File: src/rtl/lsu_trace_monitor_if.sv
// Observed LSU bus: read/write address, data and response channels.
// The LSU side drives every signal; the trace monitor only listens.
interface lsu_trace_monitor_if;
  logic        ar_valid;
  logic        ar_ready;
  logic [31:0] ar_addr;
  logic [2:0]  ar_size;
  logic        r_valid;
  logic        r_ready;
  logic [31:0] r_data;
  logic        aw_valid;
  logic        aw_ready;
  logic [31:0] aw_addr;
  logic [2:0]  aw_size;
  logic        w_valid;
  logic        w_ready;
  logic [31:0] w_data;
  logic [3:0]  w_strb;
  logic        b_valid;
  logic        b_ready;

  modport master (
    output ar_valid, ar_ready, ar_addr, ar_size,
    output r_valid, r_ready, r_data,
    output aw_valid, aw_ready, aw_addr, aw_size,
    output w_valid, w_ready, w_data, w_strb,
    output b_valid, b_ready
  );

  modport slave (
    input ar_valid, ar_ready, ar_addr, ar_size,
    input r_valid, r_ready, r_data,
    input aw_valid, aw_ready, aw_addr, aw_size,
    input w_valid, w_ready, w_data, w_strb,
    input b_valid, b_ready
  );
endinterface

File: src/rtl/lsu_trace_monitor.sv
// Passive LSU bus trace monitor. Completed reads and writes are assembled
// into {addr, len, data} events, queued, and replayed to the downstream
// tracer as single-cycle pulses separated by at least one idle cycle.

// Event queue with a registered one-cycle output pulse.
module lsu_trace_monitor_queue #(
  parameter int FIFO_DEPTH = 2
) (
  input  logic        clock,
  input  logic        reset,
  input  logic        i_push,
  input  logic [95:0] i_pushData,
  output logic [95:0] o_data,
  output logic        o_pulse,
  output logic        o_drop
);
  localparam int PTR_W = $clog2(FIFO_DEPTH);
  localparam int CNT_W = PTR_W + 1;
  localparam logic [CNT_W-1:0] FULL_COUNT = CNT_W'(FIFO_DEPTH);

  logic [95:0]      r_mem [FIFO_DEPTH];
  logic [PTR_W-1:0] r_wrPtr;
  logic [PTR_W-1:0] r_rdPtr;
  logic [CNT_W-1:0] r_count;
  logic             w_pop;
  logic             w_full;
  logic             w_accept;

  // A pop only happens while the pulse is low, which forces the idle gap.
  // A pop in the same cycle frees the slot a push into a full queue needs.
  assign w_pop    = (r_count != '0) && !o_pulse;
  assign w_full   = (r_count == FULL_COUNT);
  assign w_accept = i_push && (!w_full || w_pop);
  assign o_drop   = i_push && w_full && !w_pop;

  // Storage array needs no reset; occupancy is tracked by the pointers.
  always_ff @(posedge clock) begin
    if (w_accept) r_mem[r_wrPtr] <= i_pushData;
  end

  // Pointers, occupancy and the registered output event.
  always_ff @(posedge clock or negedge reset) begin
    if (!reset) begin
      r_wrPtr <= '0;
      r_rdPtr <= '0;
      r_count <= '0;
      o_pulse <= 1'b0;
      o_data  <= '0;
    end else begin
      o_pulse <= w_pop;
      if (w_accept) r_wrPtr <= r_wrPtr + PTR_W'(1);
      if (w_pop) begin
        r_rdPtr <= r_rdPtr + PTR_W'(1);
        o_data  <= r_mem[r_rdPtr];
      end
      if (w_accept && !w_pop)      r_count <= r_count + CNT_W'(1);
      else if (!w_accept && w_pop) r_count <= r_count - CNT_W'(1);
    end
  end
endmodule

module lsu_trace_monitor #(
  parameter int FIFO_DEPTH = 2
) (
  input  logic                clock,
  input  logic                reset,
  lsu_trace_monitor_if.slave  bus,
  output logic [31:0]         raddr,
  output logic [31:0]         rlen,
  output logic [31:0]         rdata,
  output logic                ren,
  output logic [31:0]         waddr,
  output logic [31:0]         wlen,
  output logic [31:0]         wdata,
  output logic                wen,
  output logic                proto_err,
  output logic                overflow
);
  typedef enum logic {R_IDLE, R_WAIT} readState_t;
  typedef enum logic [1:0] {W_IDLE, W_HAVE_AW, W_HAVE_W, W_WAIT_B} writeState_t;

  readState_t  r_readState, w_readNext;
  writeState_t r_writeState, w_writeNext;

  logic        w_arHs, w_rHs, w_awHs, w_wHs, w_bHs;
  logic        w_readCapture, w_readPush, w_readErr;
  logic        w_awCapture, w_wCapture, w_writePush, w_writeErr;
  logic [31:0] r_readAddr, r_readLen;
  logic [31:0] r_writeAddr, r_writeLen, r_writeData;
  logic [31:0] w_wMasked;
  logic        w_readDrop, w_writeDrop;

  function automatic logic [31:0] sizeToLen(input logic [2:0] size);
    return (size > 3'd2) ? 32'd4 : (32'd1 << size);
  endfunction

  assign w_arHs = bus.ar_valid && bus.ar_ready;
  assign w_rHs  = bus.r_valid  && bus.r_ready;
  assign w_awHs = bus.aw_valid && bus.aw_ready;
  assign w_wHs  = bus.w_valid  && bus.w_ready;
  assign w_bHs  = bus.b_valid  && bus.b_ready;

  assign w_wMasked = bus.w_data & {{8{bus.w_strb[3]}}, {8{bus.w_strb[2]}},
                                   {8{bus.w_strb[1]}}, {8{bus.w_strb[0]}}};

  // Read FSM: an AR opens a transaction, the matching R closes it.
  always_comb begin
    w_readNext    = r_readState;
    w_readCapture = 1'b0;
    w_readPush    = 1'b0;
    w_readErr     = 1'b0;
    case (r_readState)
      R_IDLE: begin
        if (w_rHs) w_readErr = 1'b1;
        if (w_arHs) begin
          w_readCapture = 1'b1;
          w_readNext    = R_WAIT;
        end
      end
      R_WAIT: begin
        if (w_rHs) begin
          w_readPush = 1'b1;
          if (w_arHs) w_readCapture = 1'b1;
          else        w_readNext    = R_IDLE;
        end else if (w_arHs) begin
          w_readErr = 1'b1;
        end
      end
      default: w_readNext = R_IDLE;
    endcase
    if (w_readCapture && bus.ar_size > 3'd2) w_readErr = 1'b1;
  end

  // Write FSM: AW and W may arrive in either order; B closes the transaction.
  always_comb begin
    w_writeNext = r_writeState;
    w_awCapture = 1'b0;
    w_wCapture  = 1'b0;
    w_writePush = 1'b0;
    w_writeErr  = 1'b0;
    case (r_writeState)
      W_IDLE: begin
        if (w_bHs) w_writeErr = 1'b1;
        w_awCapture = w_awHs;
        w_wCapture  = w_wHs;
      end
      W_HAVE_AW: begin
        if (w_bHs || w_awHs) w_writeErr = 1'b1;
        w_wCapture = w_wHs;
        if (w_wHs) w_writeNext = W_WAIT_B;
      end
      W_HAVE_W: begin
        if (w_bHs || w_wHs) w_writeErr = 1'b1;
        w_awCapture = w_awHs;
        if (w_awHs) w_writeNext = W_WAIT_B;
      end
      W_WAIT_B: begin
        if (w_bHs) begin
          w_writePush = 1'b1;
          w_awCapture = w_awHs;
          w_wCapture  = w_wHs;
          w_writeNext = W_IDLE;
        end else if (w_awHs || w_wHs) begin
          w_writeErr = 1'b1;
        end
      end
      default: w_writeNext = W_IDLE;
    endcase
    if ((r_writeState == W_IDLE) || w_writePush) begin
      if (w_awHs && w_wHs) w_writeNext = W_WAIT_B;
      else if (w_awHs)     w_writeNext = W_HAVE_AW;
      else if (w_wHs)      w_writeNext = W_HAVE_W;
    end
    if (w_awCapture && bus.aw_size > 3'd2) w_writeErr = 1'b1;
  end

  // State registers, captured transaction fields and sticky error flags.
  always_ff @(posedge clock or negedge reset) begin
    if (!reset) begin
      r_readState  <= R_IDLE;
      r_writeState <= W_IDLE;
      r_readAddr   <= '0;
      r_readLen    <= '0;
      r_writeAddr  <= '0;
      r_writeLen   <= '0;
      r_writeData  <= '0;
      proto_err    <= 1'b0;
      overflow     <= 1'b0;
    end else begin
      r_readState  <= w_readNext;
      r_writeState <= w_writeNext;
      if (w_readCapture) begin
        r_readAddr <= bus.ar_addr;
        r_readLen  <= sizeToLen(bus.ar_size);
      end
      if (w_awCapture) begin
        r_writeAddr <= bus.aw_addr;
        r_writeLen  <= sizeToLen(bus.aw_size);
      end
      if (w_wCapture) r_writeData <= w_wMasked;
      if (w_readErr || w_writeErr)   proto_err <= 1'b1;
      if (w_readDrop || w_writeDrop) overflow  <= 1'b1;
    end
  end

  lsu_trace_monitor_queue #(.FIFO_DEPTH(FIFO_DEPTH)) readQueue (
    .clock      (clock),
    .reset      (reset),
    .i_push     (w_readPush),
    .i_pushData ({r_readAddr, r_readLen, bus.r_data}),
    .o_data     ({raddr, rlen, rdata}),
    .o_pulse    (ren),
    .o_drop     (w_readDrop)
  );

  lsu_trace_monitor_queue #(.FIFO_DEPTH(FIFO_DEPTH)) writeQueue (
    .clock      (clock),
    .reset      (reset),
    .i_push     (w_writePush),
    .i_pushData ({r_writeAddr, r_writeLen, r_writeData}),
    .o_data     ({waddr, wlen, wdata}),
    .o_pulse    (wen),
    .o_drop     (w_writeDrop)
  );
endmodule

File: src/flat_wrapper.sv
// flat-port wrapper written by rule: the top's interface ports become plain ports
module lsu_trace_monitor_flat 
#(
  parameter int FIFO_DEPTH = 2
)
  (clock, reset, raddr, rlen, rdata, ren, waddr, wlen, wdata, wen, proto_err, overflow, bus_ar_valid, bus_ar_ready, bus_ar_addr, bus_ar_size, bus_r_valid, bus_r_ready, bus_r_data, bus_aw_valid, bus_aw_ready, bus_aw_addr, bus_aw_size, bus_w_valid, bus_w_ready, bus_w_data, bus_w_strb, bus_b_valid, bus_b_ready);
  lsu_trace_monitor_if bus_i ();
  input  logic clock;
  input  logic reset;
  output logic [31:0] raddr;
  output logic [31:0] rlen;
  output logic [31:0] rdata;
  output logic ren;
  output logic [31:0] waddr;
  output logic [31:0] wlen;
  output logic [31:0] wdata;
  output logic wen;
  output logic proto_err;
  output logic overflow;
  input wire logic [$bits(bus_i.ar_valid)-1:0] bus_ar_valid;
  input wire logic [$bits(bus_i.ar_ready)-1:0] bus_ar_ready;
  input wire logic [$bits(bus_i.ar_addr)-1:0] bus_ar_addr;
  input wire logic [$bits(bus_i.ar_size)-1:0] bus_ar_size;
  input wire logic [$bits(bus_i.r_valid)-1:0] bus_r_valid;
  input wire logic [$bits(bus_i.r_ready)-1:0] bus_r_ready;
  input wire logic [$bits(bus_i.r_data)-1:0] bus_r_data;
  input wire logic [$bits(bus_i.aw_valid)-1:0] bus_aw_valid;
  input wire logic [$bits(bus_i.aw_ready)-1:0] bus_aw_ready;
  input wire logic [$bits(bus_i.aw_addr)-1:0] bus_aw_addr;
  input wire logic [$bits(bus_i.aw_size)-1:0] bus_aw_size;
  input wire logic [$bits(bus_i.w_valid)-1:0] bus_w_valid;
  input wire logic [$bits(bus_i.w_ready)-1:0] bus_w_ready;
  input wire logic [$bits(bus_i.w_data)-1:0] bus_w_data;
  input wire logic [$bits(bus_i.w_strb)-1:0] bus_w_strb;
  input wire logic [$bits(bus_i.b_valid)-1:0] bus_b_valid;
  input wire logic [$bits(bus_i.b_ready)-1:0] bus_b_ready;
  assign bus_i.ar_valid = bus_ar_valid;
  assign bus_i.ar_ready = bus_ar_ready;
  assign bus_i.ar_addr = bus_ar_addr;
  assign bus_i.ar_size = bus_ar_size;
  assign bus_i.r_valid = bus_r_valid;
  assign bus_i.r_ready = bus_r_ready;
  assign bus_i.r_data = bus_r_data;
  assign bus_i.aw_valid = bus_aw_valid;
  assign bus_i.aw_ready = bus_aw_ready;
  assign bus_i.aw_addr = bus_aw_addr;
  assign bus_i.aw_size = bus_aw_size;
  assign bus_i.w_valid = bus_w_valid;
  assign bus_i.w_ready = bus_w_ready;
  assign bus_i.w_data = bus_w_data;
  assign bus_i.w_strb = bus_w_strb;
  assign bus_i.b_valid = bus_b_valid;
  assign bus_i.b_ready = bus_b_ready;
  lsu_trace_monitor #(.FIFO_DEPTH(FIFO_DEPTH)) u_core (.clock(clock), .reset(reset), .bus(bus_i), .raddr(raddr), .rlen(rlen), .rdata(rdata), .ren(ren), .waddr(waddr), .wlen(wlen), .wdata(wdata), .wen(wen), .proto_err(proto_err), .overflow(overflow));
endmodule
File: config.mk
export PLATFORM = sky130hd
export DESIGN_NAME = lsu_trace_monitor_flat
export DESIGN_NICKNAME = d
export VERILOG_FILES = /design/src/rtl/lsu_trace_monitor_if.sv /design/src/rtl/lsu_trace_monitor.sv /design/src/flat_wrapper.sv
export SDC_FILE = /design/constraint.sdc
export NUM_CORES = 1
export LEC_CHECK = 0
export BUFFER_PORTS_ARGS = -buffer_cell sky130_fd_sc_hd__buf_2
export CAP_MARGIN = 20
export CORE_MARGIN = 3
export CORE_UTILIZATION = 55
export CTS_BUF_LIST = sky130_fd_sc_hd__clkbuf_8
export CTS_CLUSTER_DIAMETER = 100
export DETAILED_ROUTE_END_ITERATION = 6
export PLACE_DENSITY = 0.78
export SLEW_MARGIN = 20
export SYNTH_ARGS = -nofsm -noshare
export SYNTH_HDL_FRONTEND = slang
export SYNTH_SLANG_ARGS = --single-unit
File: constraint.sdc
create_clock -name clock -period 5.2 [get_ports clock]
set_input_delay 0.26 -clock clock [delete_from_list [all_inputs] [get_ports clock]]
set_output_delay 0.26 -clock clock [all_outputs]
set_load 0.02 [all_outputs]
== After elaboration in Yosys (flattened, before gate mapping) ==
Memory sizes are Yosys's and may differ from the RTL's. A register that Yosys moved wholly into a read port is not among the register bits.
Cells that the tools add are included.

* Register bits after elaboration: 175
* Latch bits: 0
* Memory bits (writable): 384
* ROM bits: 0
* Bits of input ports: 150
* Output and inout bits: 196
* Logic and storage cells: 123
* Memories kept: 2

{| class="wikitable"
|+ Memory list
! memory !! words !! bits a word !! read ports !! clocked after memory_dff !! wr ports !! RTL line !! text
|-
| u_core.readQueue.r_mem || 2 || 96 || 1 || 1 || 1 || lsu_trace_monitor.sv:21 || <nowiki>logic [95:0] r_mem [FIFO_DEPTH];</nowiki>
|-
| u_core.writeQueue.r_mem || 2 || 96 || 1 || 1 || 1 || lsu_trace_monitor.sv:21 ||
|}

* $add $sub $neg: 8
* Multiply operators: 0
* Divide/modulo/power cells: 0
* Order comparisons: 2
* Equality and inequality tests: 5
* Shift operators: 2
* Multiplexer cells: 40
* Bitwise operators: 2
* Reductions and logical operators: 45

{| class="wikitable"
|+ Operators with widths
! cell !! number
|-
| $mux W32 || 2
|-
| $shl A1 B3 Y32 const A || 2
|-
| $and A32 B32 Y32 || 1
|-
| $mux W2 || 11
|-
| $logic_and A1 B1 Y1 || 20
|-
| $mux W1 || 20
|-
| $logic_not A1 Y1 || 10
|-
| $pmux W1 S2 || 5
|-
| $eq A2 B2 Y1 const B || 4
|-
| $logic_or A1 B1 Y1 || 8
|-
| $reduce_bool A2 Y1 || 4
|-
| $gt A3 B2 Y1 const B || 2
|-
| $pmux W2 S3 || 1
|-
| $add A1 B1 Y1 const B || 4
|-
| $add A2 B1 Y2 const B || 2
|-
| $pmux W1 S4 || 1
|-
| $reduce_or A2 Y1 || 2
|-
| $sub A2 B1 Y2 const B || 2
|-
| $eq A2 B1 Y1 const B || 1
|-
| $logic_not A2 Y1 || 1
|-
| $not A1 Y1 || 1
|}

== Logic depth before layout (Yosys ltp) ==
* Word-level depth: 8
* Mapped depth: 9

== Modules after synthesis ==
A second synthesis with hierarchy kept.

* Cell total of the unflattened synthesis: 1628
* Area, all modules: 25454.4 um2

{| class="wikitable"
|+ Modules (own cells, without submodules)
! module !! times used !! cells each !! area each (um2) !! seq. area each (um2)
|-
| lsu_trace_monitor_queue || 2 || 630 || 10411.2 || 8293.0
|-
| lsu_trace_monitor || 1 || 368 || 4631.9 || 2927.8
|}

== Worst setup path before layout ==
No wires, ideal clock.

* Path type: flip-flop to flip-flop
* From: register u_core.readQueue.o_pulse
* To: memory u_core.readQueue.r_mem[0][0] (enable)
* Setup time: 0.511 ns
* Data arrival time: 4.035 ns
* Data required time: 4.689 ns
* Slack: 0.654 ns
* Cell stages (with the launch flop): 5
* Buffers on the path: 0
* Clock period less this slack: 4.546 ns
* Cells stage by stage: dfrtp_1 > nand2_1 > nor2_1 > nor2_1 > nor2b_1

* Word-level cells in the longest chain between the ends: 6

{| class="wikitable"
|+ RTL lines
! item !! RTL line !! text
|-
| start, declared || lsu_trace_monitor.sv:14 || <nowiki>output logic o_pulse,</nowiki>
|-
| start signal, assigned || lsu_trace_monitor.sv:50 || <nowiki>o_pulse <= w_pop;</nowiki>
|-
| $logic_not A1 Y1 || lsu_trace_monitor.sv:31 || <nowiki>assign w_pop = (r_count != '0) && !o_pulse;</nowiki>
|-
| $logic_and A1 B1 Y1 || lsu_trace_monitor.sv:31 ||
|-
| $logic_or A1 B1 Y1 || lsu_trace_monitor.sv:33 || <nowiki>assign w_accept = i_push && (!w_full || w_pop);</nowiki>
|-
| $logic_and A1 B1 Y1 || lsu_trace_monitor.sv:33 ||
|-
| $mux W1 || lsu_trace_monitor.sv:38 || <nowiki>if (w_accept) r_mem[r_wrPtr] <= i_pushData;</nowiki>
|-
| $mux W1 (not written as such) || lsu_trace_monitor.sv:38 ||
|-
| end, declared || lsu_trace_monitor.sv:21 ||
|}

Every way passes these cells.

== Worst setup path after layout ==
* From: register u_core.r_writeState[0]
* To: memory u_core.writeQueue.r_mem[1][15] (enable)

* Word-level cells in the longest chain between the ends: 5

{| class="wikitable"
|+ RTL lines
! item !! RTL line !! text
|-
| start, declared || lsu_trace_monitor.sv:83 || <nowiki>writeState_t r_writeState, w_writeNext;</nowiki>
|-
| start signal, assigned || lsu_trace_monitor.sv:191 || <nowiki>r_writeState <= w_writeNext;</nowiki>
|-
| $eq A2 B2 Y1 || lsu_trace_monitor.sv:141 || <nowiki>case (r_writeState)</nowiki>
|-
| $mux W1 || lsu_trace_monitor.sv:141 ||
|-
| $logic_and A1 B1 Y1 || lsu_trace_monitor.sv:33 ||
|-
| $mux W1 || lsu_trace_monitor.sv:38 ||
|-
| $mux W1 (not written as such) || lsu_trace_monitor.sv:38 ||
|-
| end, declared || lsu_trace_monitor.sv:21 ||
|}

Every way passes these cells.

==> summary.md <==
| Metric | Value |
|---|---|
| Fin crit period | `2720 ps` |
| Sw Share | `34.64%` |
| Top FF cell, synth | `edfxtp_1` |
| Comb pwr share | `28.4%` |
| Startpoint types | `register` |
| Initial core utilization | `56.36%` |
| TritonCTS Buffers | `86` |
| Initial antenna violation count | `1` |
| Vias post-DR | `12.39k` |
| First-pass GRT wire length | `69.19 mm` |
| Total grt overflow | `0` |
| Multi-input gate area | `4782 sq um` |
| Initial DRT Pass Iterations | `5` |
| Count of final hold-check violations | `0` |
| Max-slew violations | `0` |
| Design Power | `14.36 mW` |
| FMAX | `0.3676 GHz` |
| Register area | `15440 sq um` |
| Synth Register Bits | `559` |
| Max Cap Viol | `0` |
| Port Buffer Count | `297` |
| DR vias/cell | `5.058` |
| # fillers | `2486` |
| Reg-to-reg endpoint | `u_core.writeQueue.r_mem[1][15]` |
| Vias in the first global route | `13.08k` |
| Worst r2r src | `u_core.r_writeState[0]` |
| Asr flop ratio synth | `48.48%` |
| NetSw | `4.973 mW` |
| Worst Setup EP | `u_core.writeQueue.r_mem[1][15]` |
| Setup_tns | `0 ps` |
| Post-Route WL | `43.72 mm` |
| Post-layout util | `70.14%` |
| Residual DRC | `0` |
| DRT antenna net count | `0` |
| Synth Warn # | `0` |
| Hold Slack | `59.33 ps` |
| Depth of the worst hold-timing path | `4` |
| Share of total power in the clock network | `24.4%` |
| Worst-path clk slew | `60 ps` |
| Worst-margin pin slew | `1081 ps` |
| CP Capture Type | `register` |
| Top Ports | `346` |
| Worst vdd ir | `356.1 uV` |
| Area grow syn2layout | `24.43%` |
| Share of cells above drive strength 1 | `27.11%` |
| TritonCTS sink count | `559` |
| Hold WC Path Type | `input pin to register` |
| Post-CTS setup buffer count | `0` |
| Worst-path maximum fanout | `32` |
| Worst Path Arrival | `2990 ps` |
| Normalized max-slew margin | `27.97%` |
| Final worst-path cycle share | `52.31%` |
| Clk_lat worst skew | `620 ps` |
| Post-synth EDFFs | `288` |
| Reg-to-reg slack, setup | `2480 ps` |
| Syn_area_per_cell | `15.20 sq um` |
| Largest net degree at the start of global routing | `121` |
| Final setup fails | `0` |
| GRT Total Usage | `21.69%` |
| Die Area | `40250 sq um` |
| Netlist cell types | `40` |
| PwrDens | `553.8 nW/um^2` |
| Crit path from | `u_core.r_writeState[0]` |
| Row count | `70` |
| Wire length per cell | `17.85 um` |
| Root buffer cell | `clkbuf_8` |
| Final WS setup | `2480 ps` |
| DRT iter0 DRCs | `590` |
| Register area share after synthesis | `74.07%` |
| Seq pwr share | `47.2%` |
| Width of the die | `200.6 um` |
| Register-to-Register Path Depth | `5` |
| Core Box Area | `36960 sq um` |
| Mapped Cells | `1371` |
| HPWL after detailed placement | `25.73 mm` |
| Static Leak | `11.22 nW` |
| Status | `finished, final reports clean` |
| DP Worst Slack | `2458 ps` |
| Kind of critical path | `register to register` |
| RSZ-0062 raised after global routing | `false` |
| Placer Congestion | `0.7735` |
| Required @ worst endpoint | `5470 ps` |
| Die height | `200.6 um` |
| Final Skew | `17.20 ps` |
| TritonCTS clock tree | `yes` |
| Clock Path Buffers | `3` |
| P_int | `9.383 mW` |
| Synthesized cell area | `20830 sq um` |
| # nets final | `2031` |
| H-tree Lvls | `3` |
==> cell families after synthesis <==
family | share of synthesized area (%)
AOI/OAI and AO/OA | 5.652
xor gates and xnor gates | 0.4204
adders and majority gates | 0.4805
buffers and inverters | 3.988
DFF | 74.07
muxes | 10.49
other | 0.01800
and+or+nand+nor | 4.889
==> metal layers <==
layer / GRT usage [%] / vias up / part of all wire, %
met5: 0 / - / 0
met4: 9.837 / 0 / 3.7
met3: 4.086 / 104 / 4.9
met2: 37.79 / 362 / 52
met1: 26.51 / 6107 / 39
li1: - / 5815 / -
==> how the worst min path moves through the flow <==
stage,endpoint,start
final,u_core.proto_err,bus_aw_size[1]
after global routing,u_core.proto_err,bus_aw_size[1]
after CTS,u_core.r_writeData[10],bus_w_strb[1]
after detailed placement,u_core.writeQueue.o_data[19],reset
after global placement,u_core.writeQueue.o_data[18],reset
after floorplan,u_core.overflow,reset
==> state kept, by name (all words and copies together), names as in the netlist, 2 cells and up <==
signal	cells
u_core.readQueue.r_mem	144
u_core.writeQueue.r_mem	144
u_core.readQueue.o_data	72
u_core.writeQueue.o_data	72
u_core.r_readAddr	32
u_core.r_writeAddr	32
u_core.r_writeData	32
u_core.r_readLen	8
u_core.r_writeLen	8
u_core.r_writeState	2
u_core.readQueue.r_count	2
u_core.writeQueue.r_count	2
==> critical path, cell delays in order, from the launching register on <==
cell and delay (ps):
dfrtp_1 440, ha_1 260, nand3_1 100, nand2b_1 240, nor2_4 830, buf_4 480
==> synth_stat cells (8+ instances only) <==
master | instances | area [sq um]
mux2i_1 | 144 | 1441
inv_1 | 10 | 37.54
nor2_1 | 15 | 56.30
nand2_1 | 216 | 810.8
buf_4 | 49 | 367.9
clkbuf_1 | 14 | 52.55
o21ai_0 | 141 | 705.7
edfxtp_1 | 288 | 8648
mux2_2 | 61 | 686.9
ha_1 | 8 | 100.1
nor2b_1 | 11 | 68.82
buf_6 | 19 | 214.0
buf_2 | 28 | 140.1
o21ai_2 | 28 | 245.2
o21ai_1 | 12 | 60.06
dfrtp_1 | 271 | 6782
==> per-stage QoR <==
step / cell area (sq um) / instances
2_1_floorplan: 21010 / 1418
3_3_place_gp: 22510 / 2118
3_5_place_dp: 22510 / 2118
4_1_cts: 25920 / 2448
5_1_grt: 25920 / 2449
6_report: 25920 / 2449
==> power groups by stage <==
stage | clock network [mW] | logic, mW | registers (mW)
2_1_floorplan | 0 | 2.35 | 7.21
3_3_place_gp | 0 | 3.83 | 6.78
3_5_place_dp | 0 | 3.97 | 6.85
4_1_cts | 3.59 | 4.08 | 6.77
5_1_grt | 3.80 | 4.46 | 6.91
6_report | 3.50 | 4.08 | 6.78
==> cell usage in the layout, fill, tap and decap left out, types with 6 or more instances in the layout <==
cell,count
conb_1,48
clkinv_2,6
a21oi_1,6
o21ai_2,28
dfrtp_1,269
inv_1,50
nor2b_1,10
dlygate4sd3_1,171
o21ai_1,12
edfxtp_1,288
buf_4,13
clkbuf_8,100
nand2_1,216
mux2_2,61
nor2_1,13
ha_1,8
buf_2,296
o21ai_0,141
mux2i_1,144
==> layout make-up <==
| class | count | share of cell area, % |
|---|---|---|
| diodes | 1 | 0.009653 |
| clock buffers | 100 | 5.309 |
| clock inverters | 59 | 1.255 |
| inverters | 10 | 0.1641 |
| multi-input cells | 734 | 18.45 |
| flip-flops and latches | 559 | 59.55 |
| well taps | 504 | 2.433 |
| repair buffers | 482 | 12.83 |
==> what timing repair did <==
action / 4_1_cts / 5_1_grt
resized for setup: 0 / 0
endpoints found under the hold margin: 262 / 0
hold buffers: 171 / 0
endpoints found under the setup margin: 0 / 0
Note: power is estimated with default switching activity, not from simulation.
